$ cat src/rtl/ext_intr_arbiter.sv
// External-interrupt gateway and priority arbiter producing meip (mip[11]).
// Level sources latch into pending, are claimed by software, and re-arm on completion.
module ext_intr_arbiter #(
   parameter int NSRC   = 8,
   parameter int PRIO_W = 3
) (
   input  logic              clk,
   input  logic              reset,
   input  logic [NSRC-1:0]   src_irq,
   input  logic              cfg_we,
   input  logic [5:0]        cfg_addr,
   input  logic [31:0]       cfg_wdata,
   output logic [31:0]       cfg_rdata,
   input  logic              claim_req,
   output logic              claim_ack,
   output logic [4:0]        claim_id,
   input  logic              complete_valid,
   input  logic [4:0]        complete_id,
   output logic              meip
);

   logic [NSRC-1:0]   r_pending;
   logic [NSRC-1:0]   r_inService;
   logic [PRIO_W-1:0] r_prio [NSRC];
   logic [PRIO_W-1:0] r_threshold;
   logic [NSRC-1:0]   r_enable;
   logic [4:0]        r_bestId;
   logic              r_meip;
   logic              r_claimAck;
   logic [4:0]        r_claimId;

   logic [NSRC-1:0]   w_claimMask;
   logic [NSRC-1:0]   w_completeMask;
   logic [NSRC-1:0]   w_inServiceNext;
   logic [NSRC-1:0]   w_pendingNext;
   logic [PRIO_W-1:0] w_prioNext [NSRC];
   logic [PRIO_W-1:0] w_thresholdNext;
   logic [NSRC-1:0]   w_enableNext;
   logic [4:0]        w_bestId;
   logic [PRIO_W-1:0] w_bestPrio;
   logic              w_unused;

   assign w_unused = ^cfg_wdata;

   // Decoding through the ID compare drops ID 0 and out-of-range IDs for free.
   always_comb begin
      w_claimMask    = '0;
      w_completeMask = '0;
      for (int i = 0; i < NSRC; i++) begin
         if (claim_req && r_bestId == 5'(i + 1))
            w_claimMask[i] = 1'b1;
         if (complete_valid && complete_id == 5'(i + 1))
            w_completeMask[i] = 1'b1;
      end
   end

   assign w_inServiceNext = (r_inService & ~w_completeMask) | w_claimMask;
   assign w_pendingNext   = (r_pending | (src_irq & ~w_inServiceNext)) & ~w_claimMask;

   assign w_thresholdNext = (cfg_we && cfg_addr == 6'd0)  ? cfg_wdata[PRIO_W-1:0] : r_threshold;
   assign w_enableNext    = (cfg_we && cfg_addr == 6'd32) ? cfg_wdata[NSRC-1:0]   : r_enable;

   always_comb begin
      for (int i = 0; i < NSRC; i++) begin
         w_prioNext[i] = (cfg_we && cfg_addr == 6'(i + 1)) ? cfg_wdata[PRIO_W-1:0] : r_prio[i];
      end
   end

   // Strict greater-than while scanning upward keeps the lowest ID on ties.
   always_comb begin
      w_bestId   = '0;
      w_bestPrio = '0;
      for (int i = 0; i < NSRC; i++) begin
         if (w_pendingNext[i] && w_enableNext[i] &&
             (w_prioNext[i] > w_thresholdNext) && (w_prioNext[i] > w_bestPrio)) begin
            w_bestId   = 5'(i + 1);
            w_bestPrio = w_prioNext[i];
         end
      end
   end

   always_comb begin
      cfg_rdata = '0;
      if (cfg_addr == 6'd0)
         cfg_rdata[PRIO_W-1:0] = r_threshold;
      else if (cfg_addr == 6'd32)
         cfg_rdata[NSRC-1:0] = r_enable;
      for (int i = 0; i < NSRC; i++) begin
         if (cfg_addr == 6'(i + 1))
            cfg_rdata[PRIO_W-1:0] = r_prio[i];
      end
   end

   always_ff @(posedge clk or posedge reset) begin
      if (reset) begin
         r_pending   <= '0;
         r_inService <= '0;
         r_threshold <= '0;
         r_enable    <= '0;
         r_bestId    <= '0;
         r_meip      <= 1'b0;
         r_claimAck  <= 1'b0;
         r_claimId   <= '0;
         for (int i = 0; i < NSRC; i++)
            r_prio[i] <= '0;
      end else begin
         r_pending   <= w_pendingNext;
         r_inService <= w_inServiceNext;
         r_threshold <= w_thresholdNext;
         r_enable    <= w_enableNext;
         r_bestId    <= w_bestId;
         r_meip      <= (w_bestId != 5'd0);
         r_claimAck  <= claim_req;
         r_claimId   <= claim_req ? r_bestId : 5'd0;
         for (int i = 0; i < NSRC; i++)
            r_prio[i] <= w_prioNext[i];
      end
   end

   assign claim_ack = r_claimAck;
   assign claim_id  = r_claimId;
   assign meip      = r_meip;

endmodule

$ cat config.mk
export PLATFORM = sky130hd
export DESIGN_NAME = ext_intr_arbiter
export DESIGN_NICKNAME = d
export VERILOG_FILES = /design/src/rtl/ext_intr_arbiter.sv
export SDC_FILE = /design/constraint.sdc
export NUM_CORES = 1
export LEC_CHECK = 0
export ABC_AREA = 1
export BUFFER_PORTS_ARGS = -buffer_cell sky130_fd_sc_hd__buf_2
export CAP_MARGIN = 10
export CORE_ASPECT_RATIO = 1.4
export CORE_UTILIZATION = 45
export DETAILED_ROUTE_END_ITERATION = 16
export GPL_ROUTABILITY_DRIVEN = 0
export PLACE_DENSITY = 0.73
export SLEW_MARGIN = 10
export SYNTH_ARGS = -nofsm -noshare
export SYNTH_HDL_FRONTEND = slang
export SYNTH_SLANG_ARGS = --single-unit
$ cat constraint.sdc
create_clock -name clk -period 17.9 [get_ports clk]
set_input_delay 0.895 -clock clk [delete_from_list [all_inputs] [get_ports clk]]
set_output_delay 0.895 -clock clk [all_outputs]
set_load 0.005 [all_outputs]
## Word-level counts from Yosys, hierarchy flattened

Index checks and enable logic that the tools add are counted.

| cells by class | value |
|---|---|
| magnitude comparators | 16 |
| equal/unequal tests | 25 |
| mux-type cells | 53 |
| bitwise logic cells | 8 |
| reduce and logical (&&, ||, !) cells | 52 |

Operators by type and width:

| kind | count |
|---|---|
| 2-to-1 mux 3 bit | 25 |
| logical AND 1 bit | 50 |
| greater-than comparator 3 bit | 15 |
| 2-to-1 mux 5 bit | 9 |
| equality test 5 x 3 -> 1 bit, second input constant | 8 |
| AND 8 bit | 3 |
| equality test 6 x 3 -> 1 bit, second input constant | 4 |
| inverter 8 bit | 3 |
| equality test 5 x 2 -> 1 bit, second input constant | 4 |
| 2-to-1 mux 1 bit | 17 |
| 2-to-1 mux 8 bit | 2 |
| OR 8 bit | 2 |
| equality test 6 x 2 -> 1 bit, second input constant | 2 |
| equality test 5 x 1 -> 1 bit, second input constant | 2 |
| equality test 5 x 4 -> 1 bit, second input constant | 2 |
| equality test 6 x 1 -> 1 bit, second input constant | 1 |
| equality test 6 x 4 -> 1 bit, second input constant | 1 |
| equality test 6 bit, second input constant | 1 |
| logical NOT 6 bit | 1 |
| nonzero test 5 bit | 1 |
| greater-than comparator 3 x 1 -> 1 bit, second input constant | 1 |

| storage, ports and cells | value |
|---|---|
| register bits | 63 |
| input port bits | 56 |
| output and inout bits | 39 |

## Logic depth before layout (Yosys ltp)

| logic depth | value |
|---|---|
| depth after elaboration | 36 |
| gate-level depth with buffers | 81 |
| mapped depth without buffers | 81 |

## Worst setup path after synthesis

No wires, ideal clock.

| path | value |
|---|---|
| kind | input to register |
| start point | in cfg_addr[4] |
| end point | reg r_meip, in the netlist meip |
| setup time | 0.071 ns |
| arrival time | 9.872 ns |
| setup slack | 7.957 ns |
| cell stages on the path | 72 |
| path through | nor2_4 nand4_1 o21ai_0 ha_1 nand3_1 nor2_1 nor2_2 and2_1 nand2_1 ha_1 nand2_1 o21ai_0 and2_0 nand3_1 nor2_1 nand2_1 inv_2 nand2_2 (+36 left out) ha_1 a31oi_1 a32oi_1 o2111ai_1 inv_1 nand2_1 inv_1 nand2_1 nand2_1 ha_1 nand2_1 nor2_1 a211oi_1 a31oi_1 nand3_1 a211oi_1 nor2_1 nand4_1 |

| between the ends | value |
|---|---|
| longest elaborated chain between the ends | 29 |
| elaborated cells on any way between the ends | 86 |
| classes of those cells | order compare (16); eq/ne (9); mux (25); reduce/logical (36) |

Ends and longest elaborated chain:

| what | RTL line | source |
|---|---|---|
| start: declaration | 11 | `input logic [5:0] cfg_addr,` |
| logical NOT 6 bit * | 60 | `assign w_thresholdNext = (cfg_we && cfg_addr == 6'd0) ? cfg_wdata[PRIO_W-1:0] : r_threshold;` |
| logical AND 1 bit * | 60 |  |
| 2-to-1 mux 3 bit * | 60 |  |
| net w_thresholdNext[0] | 37 | `logic [PRIO_W-1:0] w_thresholdNext;` |
| greater-than comparator 3 bit | 75 | `(w_prioNext[i] > w_thresholdNext) && (w_prioNext[i] > w_bestPrio)) begin` |
| logical AND 1 bit | 74 | `if (w_pendingNext[i] && w_enableNext[i] &&` |
| logical AND 1 bit | 75 |  |
| 2-to-1 mux 3 bit | 74 |  |
| (+15 left out) | - |  |
| greater-than comparator 3 bit | 75 |  |
| logical AND 1 bit | 75 |  |
| 2-to-1 mux 3 bit | 74 |  |
| greater-than comparator 3 bit | 75 |  |
| logical AND 1 bit | 75 |  |
| 2-to-1 mux 5 bit * | 74 |  |
| net w_bestId[3] | 39 | `logic [4:0] w_bestId;` |
| nonzero test 5 bit * | 112 | `r_meip <= (w_bestId != 5'd0);` |
| end signal: assignment | 112 |  |
| end: declaration | 28 | `logic r_meip;` |

The timed path passes the listed nets; every way through them passes the cells marked *.

==> metrics.cfg <==
[synth]
ys_warn_count = 0
ys_top_cells_by_area = dfrtp_1, nand2_1, ha_1, inv_1, o21ai_0
synth-async-reset-ratio_pct = 100
synthFlopType = dfrtp_1
ys_ff_latch = 61
synth.distinct_cells = 40
synth_edf_count = 0
avgSynthCellArea_um2 = 7.32
yosys.area.top_type = dfrtp_1
synth_area_um2 = 4640
synth.most_common_cell = nand2_1
synth_top_area_share_pct = 32.9
syn-instance-count = 634
seq_area_frac_synth_pct = 32.9
netlist_top_cells_count = nand2_1, inv_1, dfrtp_1, o21ai_0, nor2_1

[critical_path]
path_common_cell = nand2_1
startpoint_type = primary input
crit_type = in -> reg
path_depth = 72
ff2ff_path_depth = 72
arrival_ns = 11.72
rr_endpoint = meip
max_stage_delay_ns = 0.62
cp-startpoint = cfg_we
slowest_stage = o21ai_0
r2r_start = r_prio[23]
crit_path_end = meip
ff2ff_setup_slack_ns = 7.40
worstSetupEndpointType = flop
crit_family = simple AND/OR/NAND/NOR gates
cp.required_ns = 18.17
critPathMaxFanout = 17
cp_num_buf_inv = 9

[cts]
tritoncts.num_buffers = 9
clock_latency_ns = 0.34
path_clk_slew_ns = 0.06
cts_setup_buffers = 0
cts.sinks = 61
cts_root_buf = clkbuf_16
cts_resized = 0
htreeDepth = 3
clockBufferDepth = 2
cts-hold-fix-buffers = 0
cts_tree = done

[timing]
skew_ns = 0.00816
finalCritPeriodShare_pct = 63.9
fin_setup_tns_ns = 0
fin_crit_ns = 11.45
fmax_mhz = 87.4
max_slew_margin_pct = 48.0
hold_viol_final = 0
rsz0062_at_grt = no
worst_pin_slew_ns = 0.779
slew_viol_final = 0
setup_viol = 0

[pwr]
peakVddDrop_mv = 0.0915
p_per_area_nw_per_um2 = 186
leakage_uw = 0.00277
fin_total_pwr_uw = 975

[placed_design]
dp_hpwl_um = 9220
io_buffer_count = 45
placed_area_um2 = 4930
placedCellCount = 811

[run_status]
status = completed

[detailed_routing]
drt_first_pass_iters = 5
wirelength_um = 11900
drt_iter0_drc = 340
vias = 4246
wl_per_cell_um = 14.4
vias_per_cell = 5.13
ant_nets = 0
drc = 0

[global_routing]
grt_overflow_total = 0
grt_pass1_wl_um = 19500
grt_max_degree = 62
gr-usage-all-layers_pct = 24.2
first_global_vias = 4282
antenna_found_initial = 0

[die]
die-area_um2 = 10700
core-area_um2 = 9950
start_util_pct = 46.6
die_w_um = 87.8
io_pins = 95
dieHeight_um = 122
fp-row-count = 43

[worst_hold_path]
min-delay-start = r_inService[2]
hp-class = reg -> reg

[layout]
layout-drive-gt1-share_pct = 18.2
final_nets = 778
antenna_cells = 0
num-fill-cells = 931
areaGrowthSynthToFinish_pct = 12.7
final_cells = 827
fin_area_um2 = 5230

[job]
maxCapViolCount = 0

logic make-up after synthesis:
group	after synthesis	synth area share, %
simple gates	283	29.6
buf+inv	150	14.4
compound gates	104	13.6
flops	61	32.9
fa+ha+maj	35	9.44
other cells	1	0.0808
power by group:
group	switching (µW)	internal (µW)
registers	14.6	175
logic	391	221
clock network	65.2	108
metrics by stage:
stage / hold slack [ns] / util [%] / setup slack [ns]
after detailed placement: 0.487 / 49.5 / 6.25
after global routing: 0.527 / 52.5 / 5.34
after global placement: 0.462 / 49.5 / 6.71
final: 0.496 / 52.5 / 6.45
after CTS: 0.498 / 52.5 / 6.56
after floorplan: 0.442 / - / 7.96
flip-flops by register name (all words and copies together) (netlist names):
| signal | cells |
|---|---|
| r_threshold | 3 |
| r_bestId | 4 |
| meip | 1 |
| r_enable | 8 |
| r_inService | 8 |
| r_pending | 8 |
| claim_id | 4 |
| r_prio | 24 |
| claim_ack | 1 |
tightest hold or removal path, stage by stage, from the launching register on:
cell	delay, ns
dfrtp_1	0.32
o21ai_1	0.08
nand2_1	0.06
metal layers:
layer | GRT usage, % | routed length, µm | vias up
li1 | - | - | 2100
met1 | 25.1 | 4570 | 1946
met2 | 43.5 | 6190 | 149
met3 | 3.73 | 476 | 51
met4 | 17.1 | 674 | 0
met5 | 0 | 0 | -
cell usage in the layout, fill, tap and decap left out, types with 9 or more instances in the layout:
cell type	netlist	final
conb_1	1	25
nand3_1	34	34
o21ai_0	46	46
nor2_4	9	9
nand4_1	15	15
clkbuf_16	0	9
a21oi_1	16	16
inv_2	9	10
nand2_2	20	20
nor2_1	42	42
inv_1	111	110
dfrtp_1	61	61
nand2_1	137	137
buf_2	4	45
ha_1	35	35
area by class of cell:
class	instances	area, µm²	share of cell area (%)
inverter	120	450	8.61
sequential	61	1530	29.2
tap	135	169	3.23
multi-input combinational	447	2530	48.5
clock buffer	9	225	4.31
clock inverter	7	76.3	1.46
timing repair buffer	48	248	4.74
worst min path at each step:
stage,end,slack (ns),cells after the start
6_report,r_inService[2],0.50,2
5_1_grt,r_inService[2],0.53,2
4_1_cts,r_inService[2],0.50,2
3_5_place_dp,r_inService[2],0.49,2
3_3_place_gp,r_inService[2],0.46,2
2_1_floorplan,r_inService[2],0.44,2
Note: power is estimated with default switching activity, not from simulation.
